==> src/rtl/uart_pkg.sv <==
// Shared UART definitions: transmitter state encoding, default frame constants and parity helper.
// Intended for reuse by a future uart_rx.
package uart_pkg;

    localparam int unsigned DEF_DATA_BITS  = 8;
    localparam int unsigned DEF_PARITY_EN  = 0;
    localparam int unsigned DEF_PARITY_ODD = 0;
    localparam int unsigned DEF_STOP_BITS  = 1;

    typedef enum logic [2:0] {
        StIdle,
        StSync,
        StStart,
        StData,
        StParity,
        StStop
    } tx_state_e;

    // Callers zero-extend narrower words; the extra zero bits leave the XOR unchanged.
    function automatic logic calc_parity(input logic [7:0] data, input logic odd);
        return (^data) ^ odd;
    endfunction

endpackage

==> src/rtl/uart_tx_if.sv <==
// Parallel byte handshake into the UART transmitter (valid/ready, accept on valid & ready).
interface uart_tx_if
    import uart_pkg::*;
#(
    parameter int unsigned DATA_BITS = DEF_DATA_BITS
);

    logic [DATA_BITS-1:0] tx_data;
    logic                 tx_valid;
    logic                 tx_ready;

    modport master (
        output tx_data,
        output tx_valid,
        input  tx_ready
    );

    modport slave (
        input  tx_data,
        input  tx_valid,
        output tx_ready
    );

endinterface

==> src/rtl/uart_tx.sv <==
// UART transmitter paced by an external one-cycle baud_tick; frame is start, data LSB first,
// optional parity, then one or two stop bits. All outputs are registered.
module uart_tx
    import uart_pkg::*;
#(
    parameter int unsigned DATA_BITS  = DEF_DATA_BITS,
    parameter int unsigned PARITY_EN  = DEF_PARITY_EN,
    parameter int unsigned PARITY_ODD = DEF_PARITY_ODD,
    parameter int unsigned STOP_BITS  = DEF_STOP_BITS
) (
    input  logic     clk,
    input  logic     rst_n,
    input  logic     baud_tick,
    uart_tx_if.slave s_if,
    output logic     tx,
    output logic     busy
);

    localparam int unsigned      CNT_W     = $clog2(DATA_BITS);
    localparam logic [CNT_W-1:0] LAST_BIT  = CNT_W'(DATA_BITS - 1);
    localparam logic             STOP_LAST = (STOP_BITS == 2);

    tx_state_e            r_state,    w_state;
    logic [DATA_BITS-1:0] r_shift,    w_shift;
    logic [CNT_W-1:0]     r_bit_cnt,  w_bit_cnt;
    logic                 r_stop_cnt, w_stop_cnt;
    logic                 r_parity,   w_parity;
    logic                 r_tx,       w_tx;
    logic                 r_ready,    w_ready;
    logic                 r_busy,     w_busy;
    logic                 w_accept;

    // r_ready is only high in StIdle, so accept can only happen there.
    assign w_accept = s_if.tx_valid & r_ready;

    always_comb begin
        w_state    = r_state;
        w_shift    = r_shift;
        w_bit_cnt  = r_bit_cnt;
        w_stop_cnt = r_stop_cnt;
        w_parity   = r_parity;
        w_tx       = r_tx;
        w_ready    = r_ready;
        w_busy     = r_busy;

        unique case (r_state)
            StIdle: begin
                if (w_accept) begin
                    w_shift  = s_if.tx_data;
                    w_parity = calc_parity(8'(s_if.tx_data), PARITY_ODD != 0);
                    w_ready  = 1'b0;
                    w_busy   = 1'b1;
                    w_state  = StSync;
                end
            end
            // Wait for a tick so the start bit is a full baud period long.
            StSync: begin
                if (baud_tick) begin
                    w_tx    = 1'b0;
                    w_state = StStart;
                end
            end
            StStart: begin
                if (baud_tick) begin
                    w_tx      = r_shift[0];
                    w_shift   = r_shift >> 1;
                    w_bit_cnt = '0;
                    w_state   = StData;
                end
            end
            StData: begin
                if (baud_tick) begin
                    if (r_bit_cnt != LAST_BIT) begin
                        w_tx      = r_shift[0];
                        w_shift   = r_shift >> 1;
                        w_bit_cnt = r_bit_cnt + CNT_W'(1);
                    end else if (PARITY_EN != 0) begin
                        w_tx    = r_parity;
                        w_state = StParity;
                    end else begin
                        w_tx       = 1'b1;
                        w_stop_cnt = 1'b0;
                        w_state    = StStop;
                    end
                end
            end
            StParity: begin
                if (baud_tick) begin
                    w_tx       = 1'b1;
                    w_stop_cnt = 1'b0;
                    w_state    = StStop;
                end
            end
            StStop: begin
                if (baud_tick) begin
                    if (r_stop_cnt == STOP_LAST) begin
                        w_ready = 1'b1;
                        w_busy  = 1'b0;
                        w_state = StIdle;
                    end else begin
                        w_stop_cnt = 1'b1;
                    end
                end
            end
            default: begin
                w_tx    = 1'b1;
                w_ready = 1'b1;
                w_busy  = 1'b0;
                w_state = StIdle;
            end
        endcase
    end

    always_ff @(posedge clk or negedge rst_n) begin
        if (!rst_n) begin
            r_state    <= StIdle;
            r_shift    <= '0;
            r_bit_cnt  <= '0;
            r_stop_cnt <= 1'b0;
            r_parity   <= 1'b0;
            r_tx       <= 1'b1;
            r_ready    <= 1'b1;
            r_busy     <= 1'b0;
        end else begin
            r_state    <= w_state;
            r_shift    <= w_shift;
            r_bit_cnt  <= w_bit_cnt;
            r_stop_cnt <= w_stop_cnt;
            r_parity   <= w_parity;
            r_tx       <= w_tx;
            r_ready    <= w_ready;
            r_busy     <= w_busy;
        end
    end

    assign tx            = r_tx;
    assign busy          = r_busy;
    assign s_if.tx_ready = r_ready;

endmodule
==> src/flat_wrapper.sv <==
// flat-port wrapper written by rule: the top's interface ports become plain ports
module uart_tx_flat import uart_pkg::*;
#(
    parameter int unsigned DATA_BITS  = DEF_DATA_BITS,
    parameter int unsigned PARITY_EN  = DEF_PARITY_EN,
    parameter int unsigned PARITY_ODD = DEF_PARITY_ODD,
    parameter int unsigned STOP_BITS  = DEF_STOP_BITS
)
  (clk, rst_n, baud_tick, tx, busy, s_if_tx_data, s_if_tx_valid, s_if_tx_ready);
  uart_tx_if #(.DATA_BITS(DATA_BITS)) s_if_i ();
  input  logic clk;
  input  logic rst_n;
  input  logic baud_tick;
  output logic tx;
  output logic busy;
  input wire logic [$bits(s_if_i.tx_data)-1:0] s_if_tx_data;
  input wire logic [$bits(s_if_i.tx_valid)-1:0] s_if_tx_valid;
  output wire logic [$bits(s_if_i.tx_ready)-1:0] s_if_tx_ready;
  assign s_if_i.tx_data = s_if_tx_data;
  assign s_if_i.tx_valid = s_if_tx_valid;
  assign s_if_tx_ready = s_if_i.tx_ready;
  uart_tx #(.DATA_BITS(DATA_BITS), .PARITY_EN(PARITY_EN), .PARITY_ODD(PARITY_ODD), .STOP_BITS(STOP_BITS)) u_core (.clk(clk), .rst_n(rst_n), .baud_tick(baud_tick), .s_if(s_if_i), .tx(tx), .busy(busy));
endmodule
==> config.mk <==
export PLATFORM = sky130hd
export DESIGN_NAME = uart_tx_flat
export DESIGN_NICKNAME = d
export VERILOG_FILES = /design/src/rtl/uart_pkg.sv /design/src/rtl/uart_tx_if.sv /design/src/rtl/uart_tx.sv /design/src/flat_wrapper.sv
export SDC_FILE = /design/constraint.sdc
export NUM_CORES = 1
export LEC_CHECK = 0
export CELL_PAD_IN_SITES_DETAIL_PLACEMENT = 1
export CELL_PAD_IN_SITES_GLOBAL_PLACEMENT = 1
export CORE_MARGIN = 2
export CORE_UTILIZATION = 42
export CTS_BUF_LIST = sky130_fd_sc_hd__clkbuf_8
export DETAILED_ROUTE_END_ITERATION = 10
export PLACE_DENSITY_LB_ADDON = 0.1
export SYNTH_ARGS = -nofsm -noshare
export SYNTH_HDL_FRONTEND = slang
export SYNTH_SLANG_ARGS = --single-unit
==> constraint.sdc <==
create_clock -name clk -period 2.4 [get_ports clk]
set_input_delay 0.48 -clock clk [delete_from_list [all_inputs] [get_ports clk]]
set_output_delay 0.48 -clock clk [all_outputs]
set_load 0.03 [all_outputs]
==> results by group <==
Layout
  • Fin cells: 143
  • Nets: 130
  • P&R area growth vs syn: 20.5%
  • Ant. Diodes: 0
  • Ratio of cells with drive above 1 in the final layout: 0.130
  • Final core utilization: 0.531
  • Fin area: 1160 um2

Floorplanning
  • Num rows: 17
  • Die Y-Extent: 52.0 um
  • CORE AREA: 2190 um2
  • Die width: 52.0 um
  • Ports: 15
  • Initial Util: 0.441
  • Die footprint: 2700 um2

Detailed routing
  • Avg WL per Cell: 13.7 um
  • Initial DRC Count: 6
  • DRC: 0
  • Total wire length: 1.95 mm
  • Post-DRT Antenna Nets: 0
  • DRT Pass-1 Iters: 3
  • Vias: 777
  • Routed vias/inst: 5.43

Worst setup path
  • Crit path max-delay family: buffers and inverters
  • Worst setup SP type: register
  • Slowest stage cell, crit path: clkdlybuf4s50_1
  • Crit end category: primary output
  • Crit path required time: 1920 ps
  • Cell Chain, Critical Path: clkdlybuf4s50_1
  • WP depth: 1
  • Crit path buffers/inverters: 1
  • Crit-path max FO: 7
  • Cells on worst reg2reg path: 7
  • Setup CP Type: register to primary output
  • Max stage delay on crit path: 680 ps
  • CP arrival: 1520 ps

Timing
  • Final worst path period share: 0.832
  • Final min period: 2000 ps
  • Worst hold slack: 519 ps
  • Final hold vios: 0
  • Slew HR: 0.667
  • RSZ-0062 raised after global routing: no
  • Setup TNS: 0 ps
  • Highest clock rate: 501 MHz
  • Slew @ Worst Pin: 499 ps
  • Clock skew: 5.49 ps
  • Final setup fails: 0
  • Fin. max-slew vios: 0

Global route
  • GRT overflow: 0
  • Total GRT Usage: 0.169
  • Vias in the first global route: 749
  • Largest net degree at the start of global routing: 18
  • Initial antenna violation count: 0
  • First-pass GRT wire length: 3.32 mm

Synthesis
  • Cell Area, Synth: 966 um2
  • Ys flop type: dfrtp_1
  • Sequential-to-total area share from yosys stat: 0.443
  • Syn Nets: 114
  • Syn. warnings: 0
  • Post-synth top area share: 0.389
  • Post-synth top cells: 15 x dfrtp_1, 13 x a21oi_1, 12 x nor2_1, 9 x o21ai_0, 6 x mux2i_1
  • Post-synth top area cell: dfrtp_1
  • Synth area leaders: dfrtp_1 39%, a21oi_1 6.7%, mux2i_1 6.2%, dfstp_2 5.4%, o21ai_0 4.7%
  • Netlist cell types: 30
  • Number of flops mapped to enable cells by yosys: 0
  • Post-synth ARST share: 1.00
  • Top-count cell post-synth: dfrtp_1
  • Syn Inst Count: 100
  • Mapped Avg Cell Area: 9.66 um2
  • Synth Register Bits: 17

CTS
  • CTS Buffer Depth: 2
  • CTS H-tree lvls: 1
  • CTS Sinks: 17
  • Setup Fix Bufs, Post-CTS: 0
  • Root Buffer: clkbuf_8
  • Resize count post-CTS: 0
  • Worst-Skew Late Latency: 250 ps
  • CTS clk-pin slew, worst paths: 60 ps
  • Number of buffers created by CTS: 3
  • CTS tree: built
  • Hold Buf Count CTS: 0

Power
  • Maximum vdd ir drop: 350 uV
  • Pwr/cell area: 457 nW/um2
  • Pleak: 0.000558 uW

Placed design
  • HPWL Detailed: 1.39 mm
  • Placed cells: 139
  • Routability cong.: 0.738
  • Port Buf Inserts: 14
  • Post-placement cell area: 1120 um2

Min path
  • Hold path cells: 2
  • Worst hold path class: register to register

Run
  • Max Cap Violations: 0

Run status
  • Outcome: finished clean
==> kinds of logic after synthesis <==
kind of cell    synth area share
compound gates             0.245
fa+ha+maj                 0.0259
buf+inv                   0.0699
flops                      0.443
mux                       0.0622
simple gates               0.154
==> final timing paths <==
kind	from	end	slack, ps
worst min register to register	u_core.r_shift[5]	u_core.r_shift[5]	520
worst min-delay path	u_core.r_shift[5]	u_core.r_shift[5]	520
min in group asynchronous	rst_n	u_core.r_bit_cnt[1]	550
worst max register to register	u_core.r_bit_cnt[0]	u_core.r_shift[7]	420
max in group asynchronous	rst_n	u_core.s_if.tx_ready	1580
worst max-delay path	u_core.s_if.tx_ready	s_if_tx_ready	400
==> final cells by class <==
cell class / instances / area (um2)
fillers: 266 / 1030
multi-input cells: 72 / 470
flip-flops and latches: 17 / 428
repair buffers: 18 / 170
clock buffers: 3 / 41.3
well taps: 28 / 35.0
inverters: 4 / 15.0
clock inverters: 1 / 3.75
==> sequential cells by signal, summed over array words and instances (netlist names) <==
register	count
u_core.r_bit_cnt	3
u_core.s_if.tx_ready	1
u_core.r_state	3
u_core.r_shift	8
u_core.busy	1
u_core.tx	1
==> stage by stage <==
stage / total power, uW / setup slack (ps)
6_report: 532 / 403
5_1_grt: 551 / 266
4_1_cts: 541 / 390
3_5_place_dp: 328 / 375
3_3_place_gp: 328 / 411
2_1_floorplan: 300 / 502
==> layout by cell type, fill, tap and decap left out, drive strengths merged <==
cell and instances:
nor2 12, o21ai 9, inv 5, buf 4, a22o 3, nand3 3, mux2i 6, and3b 1
a21oi 15, clkbuf 3, nor3b 1, and2b 1, a22oi 1, nand4 1, o221ai 1, nor3 1
a21o 1, o21a 1, ha 2, clkdlybuf4s50 14, nand2 5, a211oi 2, o21bai 1, nand3b 1
nand2b 3, dfstp 2, dfrtp 15, a2111oi 1
==> per-layer routing <==
layer / up-vias / track usage / wire length (um)
li1: 385 / - / -
met1: 376 / 0.220 / 946
met2: 12 / 0.266 / 918
met3: 4 / 0.0345 / 60
met4: 0 / 0.0789 / 28
met5: - / 0 / 0
==> where the power goes <==
group / internal (uW) / leakage, uW / switching [uW]
Combinational: 20.8 / 0.000311 / 15.0
Sequential: 287 / 0.000220 / 0.0000000678
Clock: 113 / 0.0000269 / 95.7
No activity file was read; power rests on OpenSTA's default activity.
